<file path="config.mk">
export PLATFORM = sky130hd
export DESIGN_NAME = tx_sched
export DESIGN_NICKNAME = d
export VERILOG_FILES = /design/src/rtl/tx_sched.sv
export SDC_FILE = /design/constraint.sdc
export NUM_CORES = 1
export LEC_CHECK = 0
export CAP_MARGIN = 20
export CORE_MARGIN = 8
export CORE_UTILIZATION = 41
export CTS_BUF_LIST = sky130_fd_sc_hd__clkbuf_2
export CTS_CLUSTER_DIAMETER = 80
export DETAILED_ROUTE_END_ITERATION = 6
export PLACE_DENSITY = 0.79
export SYNTH_ARGS = -nofsm -noshare
export SYNTH_HDL_FRONTEND = slang
export SYNTH_SLANG_ARGS = --single-unit
</file>
<file path="constraint.sdc">
create_clock -name clk -period 2.1 [get_ports clk]
set_input_delay 0.315 -clock clk [delete_from_list [all_inputs] [get_ports clk]]
set_output_delay 0.315 -clock clk [all_outputs]
set_load 0.01 [all_outputs]
</file>
<file path="src/rtl/tx_sched.sv">
// Round-robin scheduler feeding a hex-to-char converter into a UART TX, four bytes per request, MSB first.
// Optional build macro TX_SCHED_ZSKIP_EN: converter bytes equal to 8'h00 are skipped instead of sent.
module tx_sched (
   input  logic        clk,
   input  logic        rst,
   input  logic        req0_valid,
   input  logic [31:0] req0_data,
   output logic        req0_ready,
   input  logic        req1_valid,
   input  logic [31:0] req1_data,
   input  logic        req1_mode,
   output logic        req1_ready,
   output logic [31:0] all,
   output logic        type_tx,
   output logic        data_mode,
   output logic [3:0]  cnt,
   input  logic [7:0]  dout,
   output logic        tx_start,
   output logic [7:0]  tx_data,
   input  logic        tx_busy,
   output logic        busy,
   output logic        done
);

   typedef enum logic [1:0] {IDLE, SEND, WAIT_HI, WAIT_LO} state_t;

   state_t     state;
   logic       rr_last;    // 1 when req1 holds the most recent grant
   logic [7:0] tx_data_q;
   logic       skip;
   logic       step;

`ifdef TX_SCHED_ZSKIP_EN
   assign skip = (dout == 8'h00);
`else
   assign skip = 1'b0;
`endif

   assign req0_ready = (state == IDLE) && req0_valid && (!req1_valid || rr_last);
   assign req1_ready = (state == IDLE) && req1_valid && (!req0_valid || !rr_last);

   // Strobe is decoded from SEND so it coincides with the byte on dout and never shows outside SEND.
   assign tx_start = (state == SEND) && !skip && !tx_busy;
   assign tx_data  = tx_start ? dout : tx_data_q;

   assign step = ((state == SEND) && skip) || ((state == WAIT_LO) && !tx_busy);

   always_ff @(posedge clk) begin
      if (rst) begin
         state     <= IDLE;
         cnt       <= 4'd0;
         all       <= 32'd0;
         type_tx   <= 1'b0;
         data_mode <= 1'b0;
         tx_data_q <= 8'd0;
         busy      <= 1'b0;
         done      <= 1'b0;
         rr_last   <= 1'b1;
      end else begin
         done <= 1'b0;
         if (step) begin
            if (cnt > 4'd1) begin
               cnt   <= cnt - 4'd1;
               state <= SEND;
            end else begin
               cnt   <= 4'd0;
               done  <= 1'b1;
               busy  <= 1'b0;
               state <= IDLE;
            end
         end else begin
            case (state)
               IDLE: begin
                  if (req0_ready) begin
                     all       <= req0_data;
                     type_tx   <= 1'b0;
                     data_mode <= 1'b1;
                     rr_last   <= 1'b0;
                     cnt       <= 4'd4;
                     busy      <= 1'b1;
                     state     <= SEND;
                  end else if (req1_ready) begin
                     all       <= req1_data;
                     type_tx   <= 1'b1;
                     data_mode <= req1_mode;
                     rr_last   <= 1'b1;
                     cnt       <= 4'd4;
                     busy      <= 1'b1;
                     state     <= SEND;
                  end
               end
               SEND: begin
                  if (!tx_busy) begin
                     tx_data_q <= dout;
                     state     <= WAIT_HI;
                  end
               end
               WAIT_HI: begin
                  if (tx_busy) state <= WAIT_LO;
               end
               default: ;
            endcase
         end
      end
   end

endmodule

</file>
Word level (Yosys, flattened, before mapping):

Index checks and enable logic that the tools add are counted.

* bits in registers: 51
* input port bits: 78
* output and inout bits: 51
* logic and storage cells: 67

* $add $sub $neg: 1
* order comparisons: 1
* eq/ne operators: 7
* mux-type cells: 24
* bitwise logic cells: 2
* reductions and logical operators: 23

Operators with widths (number)
* 32-bit two-way mux: 2
* 4-bit two-way mux: 5
* 1-bit two-way mux: 10
* 2-bit two-way mux: 5
* 3-bit AND reduction: 3
* 8-bit two-way mux: 1
* 1-bit logical AND: 6
* 3-bit inequality test, second input constant: 2
* 2-bit case mux with 3 select lines: 1
* 2-bit == test, second input constant: 2
* 4-bit by 1-bit > comparator with 1-bit output, second input constant: 1
* 1-bit zero test: 4
* 4-bit inequality test, second input constant: 1
* 4-bit AND reduction: 1
* 2-bit nonzero test: 2
* 4-bit nonzero test: 1
* 4-bit by 1-bit subtractor with 4-bit output, second input constant: 1
* 3-bit nonzero test: 1
* 2-bit by 1-bit == test with 1-bit output, second input constant: 1
* 2-bit zero test: 1
* 1-bit logical OR: 2
* 2-bit inequality test, second input constant: 1
* 1-bit NOT: 2
* 2-bit AND reduction: 1
* 2-bit OR reduction: 1

Logic depth before layout (Yosys ltp):

Gate-level depths: netlist of the first run.

* depth in word-level cells: 7
* mapped depth: 8
* depth with buffers taken out: 6

Worst setup path after synthesis of the first run:

Ideal clock, no wire load.

* kind: register to register
* start: register state[0]
* end: register all[13]
* setup time: 81 ps
* data arrival time: 1505 ps
* required time: 2019 ps
* path slack: 513 ps
* cell stages (with the launch flop): 9
* buffers on the path: 3
* clock period less this slack: 1587 ps
* path through: dfxtp_1 inv_1 ha_1 o21a_2 and2_4 buf_6 buf_6 buf_6 a211oi_2

* longest elaborated chain between the ends: 5
* elaborated cells on any way between the ends: 11
* classes of those cells: 1 x eq/ne; 1 x mux; 1 x bitwise; 8 x reduce/logical

RTL lines
* start, declared: RTL line 27 `state_t state;`
* start signal, assigned: RTL line 50 `state <= IDLE;`
* start signal, assigned: RTL line 64 `state <= SEND;`
* start signal, assigned: RTL line 69 `state <= IDLE;`
* 2-bit zero test: RTL line 39, 40, 72
* 1-bit logical AND, on equally long branches (2 in a row): RTL line 39, 40
* 2-bit nonzero test (no source line)
* 3-bit AND reduction (no source line)
* end signal, assigned: RTL line 75 `all <= req0_data;`
* end signal, assigned: RTL line 83 `all <= req1_data;`
* end, declared: RTL line 13 `output logic [31:0] all,`

Parallel ways exist; a longest one is shown, timed or not.
A chain may end at the register's enable or synchronous reset.

Worst setup path in the final report of the first run:

* start: register state[1]
* end: output tx_data[4]

* longest elaborated chain between the ends: 3

RTL lines
* 2-bit by 1-bit == test with 1-bit output: RTL line 43 `assign tx_start = (state == SEND) && !skip && !tx_busy;`
* 1-bit logical AND: RTL line 43
* 8-bit two-way mux: RTL line 44 `assign tx_data = tx_start ? dout : tx_data_q;`
* end, declared: RTL line 19 `output logic [7:0] tx_data,`

No other way between the ends.

==> flow_summary.toml, run 1 <==
[run_status]
status = "finished, violations left"
violations = "negative setup slack"

[grt]
grt_max_degree = 37
grt_usage_pct = 15.3
antenna_found_initial = 0
overflow = 0
grt_pass1_vias = 2399
grt_pass1_wl_um = 11300

[placed_design]
place.detailed.hpwl_um = 5610
routabilityCongestion = 0.757
dp_cells = 455
portBuffers = 128

[flow_run]
cap_violations = 0

[critical_path]
criticalPathCategory = "reg -> out"
crit_slowest_cell = "dfxtp_2"
critPathMostFrequentCell = "buf_6"
r2r_slack_ns = 0.27
worstPathArrival_ns = 1.80
path_max_fanout = 5
crit_path_end_kind = "output pin"
path_cells = "inv_2 > ha_4 > nor2b_4 > buf_6 > buf_6 > mux2_4 > buf_6"
required_ns = 1.78
setup.worst_path.start_class = "register"
slowest_delay_ns = 0.38

[floorplan]
die_y_um = 95.3
ios = 129
core_mm2 = 0.00620
die_w_um = 95.3
rows = 29
die_area_mm2 = 0.00907
start_util_pct = 41.5

[logic_synthesis]
synthMostInstantiatedCell = "nor2_1"
ys.flop_type = "dfxtp_1"
yosys-top-cells-count = "nor2_1 (52), dfxtp_1 (51), mux2i_1 (40)"
synth_area_leaders = "dfxtp_1 (40%), mux2i_1 (16%), a211oi_2 (9.7%)"
yosys_warnings = 0
yosysSeqAreaShare_pct = 39.7
synthDistinctLibCells = 35
synth_edf_count = 0
synth_top_area_cell = "dfxtp_1"
synth-seq-cells = 51
synth.avg_cell_area_um2 = 10.0
yosysTopAreaCellShare_pct = 39.7
netlist_instances = 257
synth_area_mm2 = 0.00257
synth-async-reset-ratio_pct = 0
syn_nets = 342

[timing]
hold_viol = 0
setup-tns-final_ns = -0.0116
finalSetupViolCount = 1
fin_skew_ns = 0.0123
maxSlewHeadroom_pct = 63.2
period_minus_slack_ns = 2.11
worst_pin_slew_ns = 0.552
period_share_pct = 101
final_max_slew_viol_count = 0
max_freq_mhz = 474
hold_slack_ns = 0.363
timing.final.ws_setup_ns = -0.0116
rsz0062_at_grt = "true"

[finish]
num-nets-final = 476
layout-drive-gt1-share_pct = 18.6
stdcell_count = 469
fillCellCount = 533
final_core_util_pct = 65.9
area_growth_pct = 58.7
n_antenna_cell = 0

[power_and_ir_drop]
clkPwrFrac_pct = 7.7
vdd_drop_max_mv = 0.656
swShare_pct = 38.0
pwr-share-comb_pct = 61.5
netSwitchingPower_mw = 1.80
power_leakage_nw = 1.71
pwr-share-seq_pct = 30.8
p_int_mw = 2.93
p_per_area_mw_per_mm2 = 1160

[detailed_routing]
drt_first_pass_iters = 4
post_drt_wl_per_cell_um = 15.1
drt_iter0_drc = 66
routed_wl_um = 7070
postRouteAntennaNets = 0
vias = 2329
viasPerCell = 4.97
drc = 0

[cts]
clk_pin_slew_ns = 0.23
cts_inserted_buffers = 5
cts_buffer_depth = 2
cts_hold_buffers = 0
cts_tree = "built"
htreeDepth = 2
ctsRootBufferMaster = "clkbuf_2"
cts.sink_count = 51
worstSkewPairLatency_ns = 0.40

[worst_hold_path]
min_path_type = "in -> reg"
critical path: cells and delay by family, from the launching register on:
family,cells,cell delay (ns)
muxes,1,0.29
and+or+nand+nor,1,0.20
DFF,1,0.38
buffers and inverters,4,0.41
adders and majority gates,1,0.14
placed cells by master (no fill, tap or decap), types with 3 or more instances in the layout:
cell and n:
buf_6 11, mux2_2 5, a21oi_1 4, inv_1 9, a211oi_2 20, buf_12 4, nand2_1 5, ha_1 5
nor2_1 52, dfxtp_1 49, mux2i_1 40, clkdlybuf4s50_1 116, o21ai_0 5, clkbuf_2 6, mux2_4 3, nor3_1 4
buf_4 11, a211oi_1 12
layout make-up:
| class | instances | area, µm² | share of cell area [%] |
|---|---|---|---|
| Tap cell | 77 | 96.3 | 2.36 |
| Timing Repair Buffer | 146 | 1480 | 36.1 |
| Clock buffer | 5 | 25.0 | 0.612 |
| Multi-Input combinational cell | 177 | 1410 | 34.6 |
| Inverter | 10 | 37.5 | 0.919 |
| Sequential cell | 51 | 1020 | 25.0 |
| Clock inverter | 3 | 15.0 | 0.367 |
power groups by stage:
stage	logic (mW)	registers, mW	clock network (mW)
2_1_floorplan	1.62	1.59	0
3_3_place_gp	2.75	1.46	0
3_5_place_dp	2.81	1.48	0
4_1_cts	2.89	1.46	0.386
5_1_grt	3.16	1.50	0.429
6_report	2.91	1.46	0.363
routing by layer:
| metal | vias up | share of wire (%) | track usage [%] |
|---|---|---|---|
| met1 | 1070 | 40 | 16.0 |
| met4 | 0 | 0.42 | 1.95 |
| met3 | 4 | 8.8 | 5.51 |
| li1 | 1177 | - | - |
| met5 | - | 0 | 0 |
| met2 | 78 | 51 | 29.1 |
per-stage QoR:
stage	worst slack (ns)	power [mW]	area (µm²)
floorplan	0.513	3.21	2570
global placement	-0.0629	4.20	3940
detailed placement	-0.0936	4.28	3940
CTS	-0.119	4.74	4050
global route	-0.122	5.08	4090
finish	-0.0116	4.73	4090
cell families after synthesis:
| group | count (synthesis) | synth area share, % |
|---|---|---|
| compound gates | 51 | 18.7 |
| mux | 48 | 19.0 |
| fa+ha+maj | 7 | 3.40 |
| buf+inv | 29 | 7.53 |
| flops | 51 | 39.7 |
| simple gates | 71 | 11.7 |
registers in the layout, summed over array words and instances, names as in the netlist:
name and flops:
data_mode 1, tx_data_q 8, busy 1, rr_last 1, type_tx 1, all 32, state 2, done 1
cnt 4
what timing repair did:
item	in CTS	in global routing
gates cloned	0	0
buffers inserted	7	0
endpoints found under the setup margin	11	10
pin swaps	0	1
gates resized for setup	49	11
worst paths after layout:
check                              start           end  cells after the start
worst min register to register    all[3]        all[3]                      2
worst max-delay path            state[1]    tx_data[4]                      7
worst min-delay path                 rst  tx_data_q[3]                      2
worst max register to register  state[0]        cnt[3]                      6
Power figures use the tool's default switching activity.
==> run 2, diff against run 1 <==
Settings changed: CORE_UTILIZATION 41 to 25, PLACE_DENSITY 0.79 to 0.51.
==> run 2 against run 1 <==
  * The flow still finishes with violations (negative setup slack)
  * Core utilization down 25 points
  * Fmax about the same
  * Largest power group unchanged
  * Worst hold slack worse by 0.027 ns
  * Clock power up 9.6%
  * First-iteration DRC count down 12%
  * Die area up 52%
  * Final cell count up 14%
  * Total power up 2.1%
==> flow_summary.toml, run 2 (synthesized netlist as in run 1, its figures left out) <==
[run_status]
status = "finished, violations left"
violations = "negative setup slack"

[finish]
regMostFlops = "all"
area_growth_pct = 63.2
n_antenna_cell = 0
largest_reg_flops = 32
final_cell_mix = "clkdlybuf4s50_1 (116), nor2_1 (52), dfxtp_1 (49)"
stdcell_count = 534
num-nets-final = 482
final_common_cell = "clkdlybuf4s50_1"
layout-drive-gt1-share_pct = 20.1
design_area_mm2 = 0.00420
top_regs = "all (32), tx_data_q (8), cnt (4)"

[critical_path]
setup.worst_path.start_class = "register"
criticalPathCategory = "reg -> out"
crit_path_end_kind = "output pin"
required_ns = 1.78
worstPathArrival_ns = 1.80
path_max_fanout = 5

[timing]
finalSetupViolCount = 3
timing.final.ws_setup_ns = -0.0120
final_max_slew_viol_count = 0
fin_skew_ns = 0.0115
period_minus_slack_ns = 2.11
worst_pin_slew_ns = 0.526
period_share_pct = 101
hold_viol = 0
max_freq_mhz = 473
maxSlewHeadroom_pct = 65.0
rsz0062_at_grt = "true"
setup-tns-final_ns = -0.0243

[grt]
grt_usage_pct = 11.2
grt_pass1_wl_um = 12900
grt_max_degree = 30
overflow = 0
grt_pass1_vias = 2497
antenna_found_initial = 0

[cts]
ctsRootBufferMaster = "clkbuf_2"
worstSkewPairLatency_ns = 0.42
htreeDepth = 2
cts_inserted_buffers = 5
cts_buffer_depth = 2
cts.sink_count = 51
cts_tree = "built"
clk_pin_slew_ns = 0.26

[floorplan]
rows = 37
die_y_um = 117
ios = 129
core_mm2 = 0.0102
start_util_pct = 25.3
die_area_mm2 = 0.0138
die_w_um = 117

[power_and_ir_drop]
swShare_pct = 38.7
netSwitchingPower_mw = 1.87
pwr-share-seq_pct = 30.1
power_leakage_nw = 1.73
vdd_drop_max_mv = 0.340
p_int_mw = 2.96
pwr-share-comb_pct = 61.6
clkPwrFrac_pct = 8.2
p_per_area_mw_per_mm2 = 1150

[detailed_routing]
top_layer = "met4"
drt_first_pass_iters = 4
routed_wl_um = 7790
post_drt_wl_per_cell_um = 14.6
drt_iter0_drc = 58
postRouteAntennaNets = 0
drc = 0
viasPerCell = 4.34
met3_length_um = 483
met2_length_um = 3610
vias = 2318
drt-met1-wl_um = 3640

[placed_design]
place.detailed.hpwl_um = 5930
pre_cts_ws_ns = -0.102
portBuffers = 128
dp_cells = 518
routabilityCongestion = 0.733
place_area_mm2 = 0.00402

[worst_hold_path]
min_path_type = "in -> reg"

[flow_run]
cap_violations = 0
[run 2: cell types whose count changed in the layout (fill, tap and decap cells not counted), sizes merged]
cell / change
clkbuf: -1
buf: +7
[run 2: cell type report]
| cell class | instances | area, µm² |
|---|---|---|
| Fill cell | 1029 | 5980 |
| Multi-Input combinational cell | 177 | 1420 |
| Tap cell | 136 | 170 |
| Sequential cell | 51 | 1020 |
| Timing Repair Buffer | 152 | 1510 |
| Inverter | 10 | 37.5 |
| Clock buffer | 5 | 25.0 |
| Clock inverter | 3 | 15.0 |
[run 2: timing repair]
| action | CTS | global route |
|---|---|---|
| endpoints found under the setup margin | 11 | 10 |
| hold buffers | 0 | 0 |
| buffers inserted | 6 | 1 |
| gates cloned | 1 | 0 |
| pin swaps | 0 | 0 |
| gates resized for setup | 63 | 8 |
[run 2: power groups by stage]
stage | logic [mW] | registers, mW | clock network (mW)
6_report | 2.97 | 1.46 | 0.398
5_1_grt | 3.26 | 1.50 | 0.474
4_1_cts | 2.99 | 1.46 | 0.436
3_5_place_dp | 2.84 | 1.47 | 0
3_3_place_gp | 2.81 | 1.46 | 0
2_1_floorplan | 1.62 | 1.59 | 0
[run 2: layer usage]
layer	global-route usage, %	vias to the layer above
li1	-	1191
met1	14.1	1046
met2	18.0	74
met3	3.69	7
met4	2.48	0
met5	0	-
[run 2: worst max-delay path, cell delays in order, from the launching register on]
cell and delay [ns]:
dfxtp_2 0.39, inv_2 0.07, ha_4 0.12, nor2b_4 0.16, buf_6 0.14, buf_6 0.10
mux2_4 0.29, buf_6 0.12
[run 2: path summary, 6_finish.rpt]
| path | startpoint | slack (ns) | end | cells past startpoint |
|---|---|---|---|---|
| worst max-delay path | state[1] | -0.01 | tx_data[5] | 7 |
| worst max register to register | state[1] | 0.28 | all[8] | 8 |
| worst min register to register | busy | 0.51 | busy | 2 |
| worst min-delay path | rst | 0.34 | tx_data_q[5] | 2 |
[run 2: stage by stage]
stage	util [%]	hold slack, ns	power (mW)
CTS	41.0	0.307	4.89
global route	41.3	0.324	5.23
detailed placement	39.5	0.480	4.32
floorplan	-	0.456	3.21
finish	41.3	0.336	4.83
global placement	39.5	0.477	4.28
==> run 3, diff against run 2 <==
==> constraint.sdc (replaced) <==
create_clock -name clk -period 2.1 [get_ports clk]
set_input_delay 0.315 -clock clk [delete_from_list [all_inputs] [get_ports clk]]
set_output_delay 0.315 -clock clk [all_outputs]
set_load 0.005 [all_outputs]
==> run 3 against run 2 <==
  * The flow still finishes with violations (negative setup slack)
  * Clock skew is 0.0012 ns higher
  * Worst hold slack worse by 0.077 ns
  * Count of clock-buffer cells in the layout increased by 2
  * Total power shrank 3.7%
  * Critical path type unchanged
  * Largest cell class unchanged
  * Fmax is 0.45% lower
  * Clock power decreased by 2%
  * Highest routed layer unchanged
  * Sequential share of layout area grew 0.19 points
  * Final cell count decreased by 0.37%
  * Critical endpoint is now tx_data[6]
  * Combinational power fell by 6%
  * Register-to-register slack about the same
==> flow_summary.toml, run 3 (synthesized netlist as in run 1, its figures left out) <==
[run_status]
status = "finished, violations left"
violations = "negative setup slack"

[timing]
setup-tns-final_ns = -0.0940
finalSetupViolCount = 7
fin_skew_ns = 0.0127
rsz0062_at_grt = "true"
period_share_pct = 101
max_freq_mhz = 471
maxSlewHeadroom_pct = 75.9
timing.final.ws_setup_ns = -0.0215
hold_slack_ns = 0.258
hold_viol = 0
final_max_slew_viol_count = 0
period_minus_slack_ns = 2.12
worst_pin_slew_ns = 0.357

[detailed_routing]
routed_wl_um = 7700
drc = 0
drt_first_pass_iters = 4
viasPerCell = 4.33
post_drt_wl_per_cell_um = 14.5
postRouteAntennaNets = 0
vias = 2304
drt_iter0_drc = 41

[critical_path]
r2r_slack_ns = 0.28
path_max_fanout = 3
required_ns = 1.78
critPathMostFrequentCell = "buf_6"
worstPathArrival_ns = 1.81
slowest_delay_ns = 0.40
path_cells = "inv_2 > ha_4 > nor2b_4 > buf_6 > buf_4 > mux2_4 > buf_6"
criticalPathCategory = "reg -> out"
crit_slowest_cell = "dfxtp_2"
reg2reg_depth = 8
setup.worst_path.start_class = "register"
crit_path_end_kind = "output pin"
reg2reg_to = "all[5]"
timing.rr.start = "state[0]"

[finish]
top_regs = "all (32), tx_data_q (8), cnt (4)"
n_antenna_cell = 0
final_cell_mix = "clkdlybuf4s50_1 (116), nor2_1 (52), dfxtp_1 (49)"
regMostFlops = "all"
layout-drive-gt1-share_pct = 20.2
num-nets-final = 480
final_common_cell = "clkdlybuf4s50_1"
largest_reg_flops = 32
area_growth_pct = 62.0

[placed_design]
routabilityCongestion = 0.756
place.detailed.hpwl_um = 5840
portBuffers = 128
pre_cts_ws_ns = -0.0627

[grt]
grt_util_met3_pct = 3.31
grt_pass1_vias = 2432
grt_use_met2_pct = 18.0
grt_pass1_wl_um = 12800
busiest_layer = "met2"
grt_use_met1_pct = 14.0
grt_usage_pct = 11.1
antenna_found_initial = 0
grt_max_degree = 35
overflow = 0

[worst_hold_path]
hold_end = "cnt[1]"
hold_start = "rst"
min_path_type = "in -> reg"
holdPathStages = 2

[power_and_ir_drop]
power_leakage_nw = 1.73
vdd_drop_max_mv = 0.346
p_per_area_mw_per_mm2 = 1120

[cts]
cts_inserted_buffers = 5
htreeDepth = 2
ctsRootBufferMaster = "clkbuf_2"
worstSkewPairLatency_ns = 0.41
cts.sink_count = 51
clk_pin_slew_ns = 0.25
cts_buffer_depth = 2
cts_hold_buffers = 0
cts_tree = "built"

[floorplan]
rows = 37
start_util_pct = 25.3
die_y_um = 117
ios = 129
die_area_mm2 = 0.0138
die_w_um = 117
core_mm2 = 0.0102

[flow_run]
cap_violations = 0
-- run 3: worst max-delay path by stage --
stage,from,end,slack [ns],cells past startpoint
after floorplan,state[0],all[13],0.51,8
after global placement,tx_busy,tx_data[3],-0.05,5
after detailed placement,tx_busy,tx_data[6],-0.06,5
after CTS,state[1],tx_data[0],-0.20,7
after global routing,state[1],tx_data[4],-0.13,7
final,state[1],tx_data[6],-0.02,7
-- run 3: worst max-delay path, delay by kind of cell (launching register included) --
family | cells | cell delay, ns
buffers and inverters | 4 | 0.41
and+or+nand+nor | 1 | 0.13
DFF | 1 | 0.40
muxes | 1 | 0.29
adders and majority gates | 1 | 0.15
-- run 3: timing repair --
item | in CTS | in global routing
pin swaps | 1 | 1
setup endpoints to repair | 11 | 10
gates cloned | 1 | 0
resized for setup | 57 | 9
buffers inserted | 5 | 2
-- run 3: layer usage --
metal | vias to the layer above | share of wire, %
met1 | 1043 | 48
li1 | 1182 | -
met2 | 72 | 45
met5 | - | 0
met3 | 7 | 5.7
met4 | 0 | 1.1
-- run 3: final cells by class --
| cell class | instances | area [µm²] |
|---|---|---|
| Fill cell | 1029 | 6010 |
| Timing Repair Buffer | 150 | 1470 |
| Multi-Input combinational cell | 177 | 1430 |
| Sequential cell | 51 | 1020 |
| Tap cell | 136 | 170 |
| Inverter | 10 | 37.5 |
| Clock buffer | 7 | 35.0 |
| Clock inverter | 1 | 5.00 |
-- run 3: metrics by stage --
stage	cells	utilization, %	total power, mW	cell area, µm²
final	532	40.9	4.65	4170
after global routing	532	40.9	5.05	4170
after CTS	531	40.7	4.73	4150
after detailed placement	517	39.4	4.17	4010
after global placement	517	39.4	4.14	4010
after floorplan	257	-	3.09	2570
-- run 3: power breakdown --
part	leakage [nW]	switching, mW	internal, mW
registers	0.422	0.168	1.29
logic	1.28	1.24	1.56
clock network	0.0330	0.301	0.0910
total	1.73	1.71	2.94
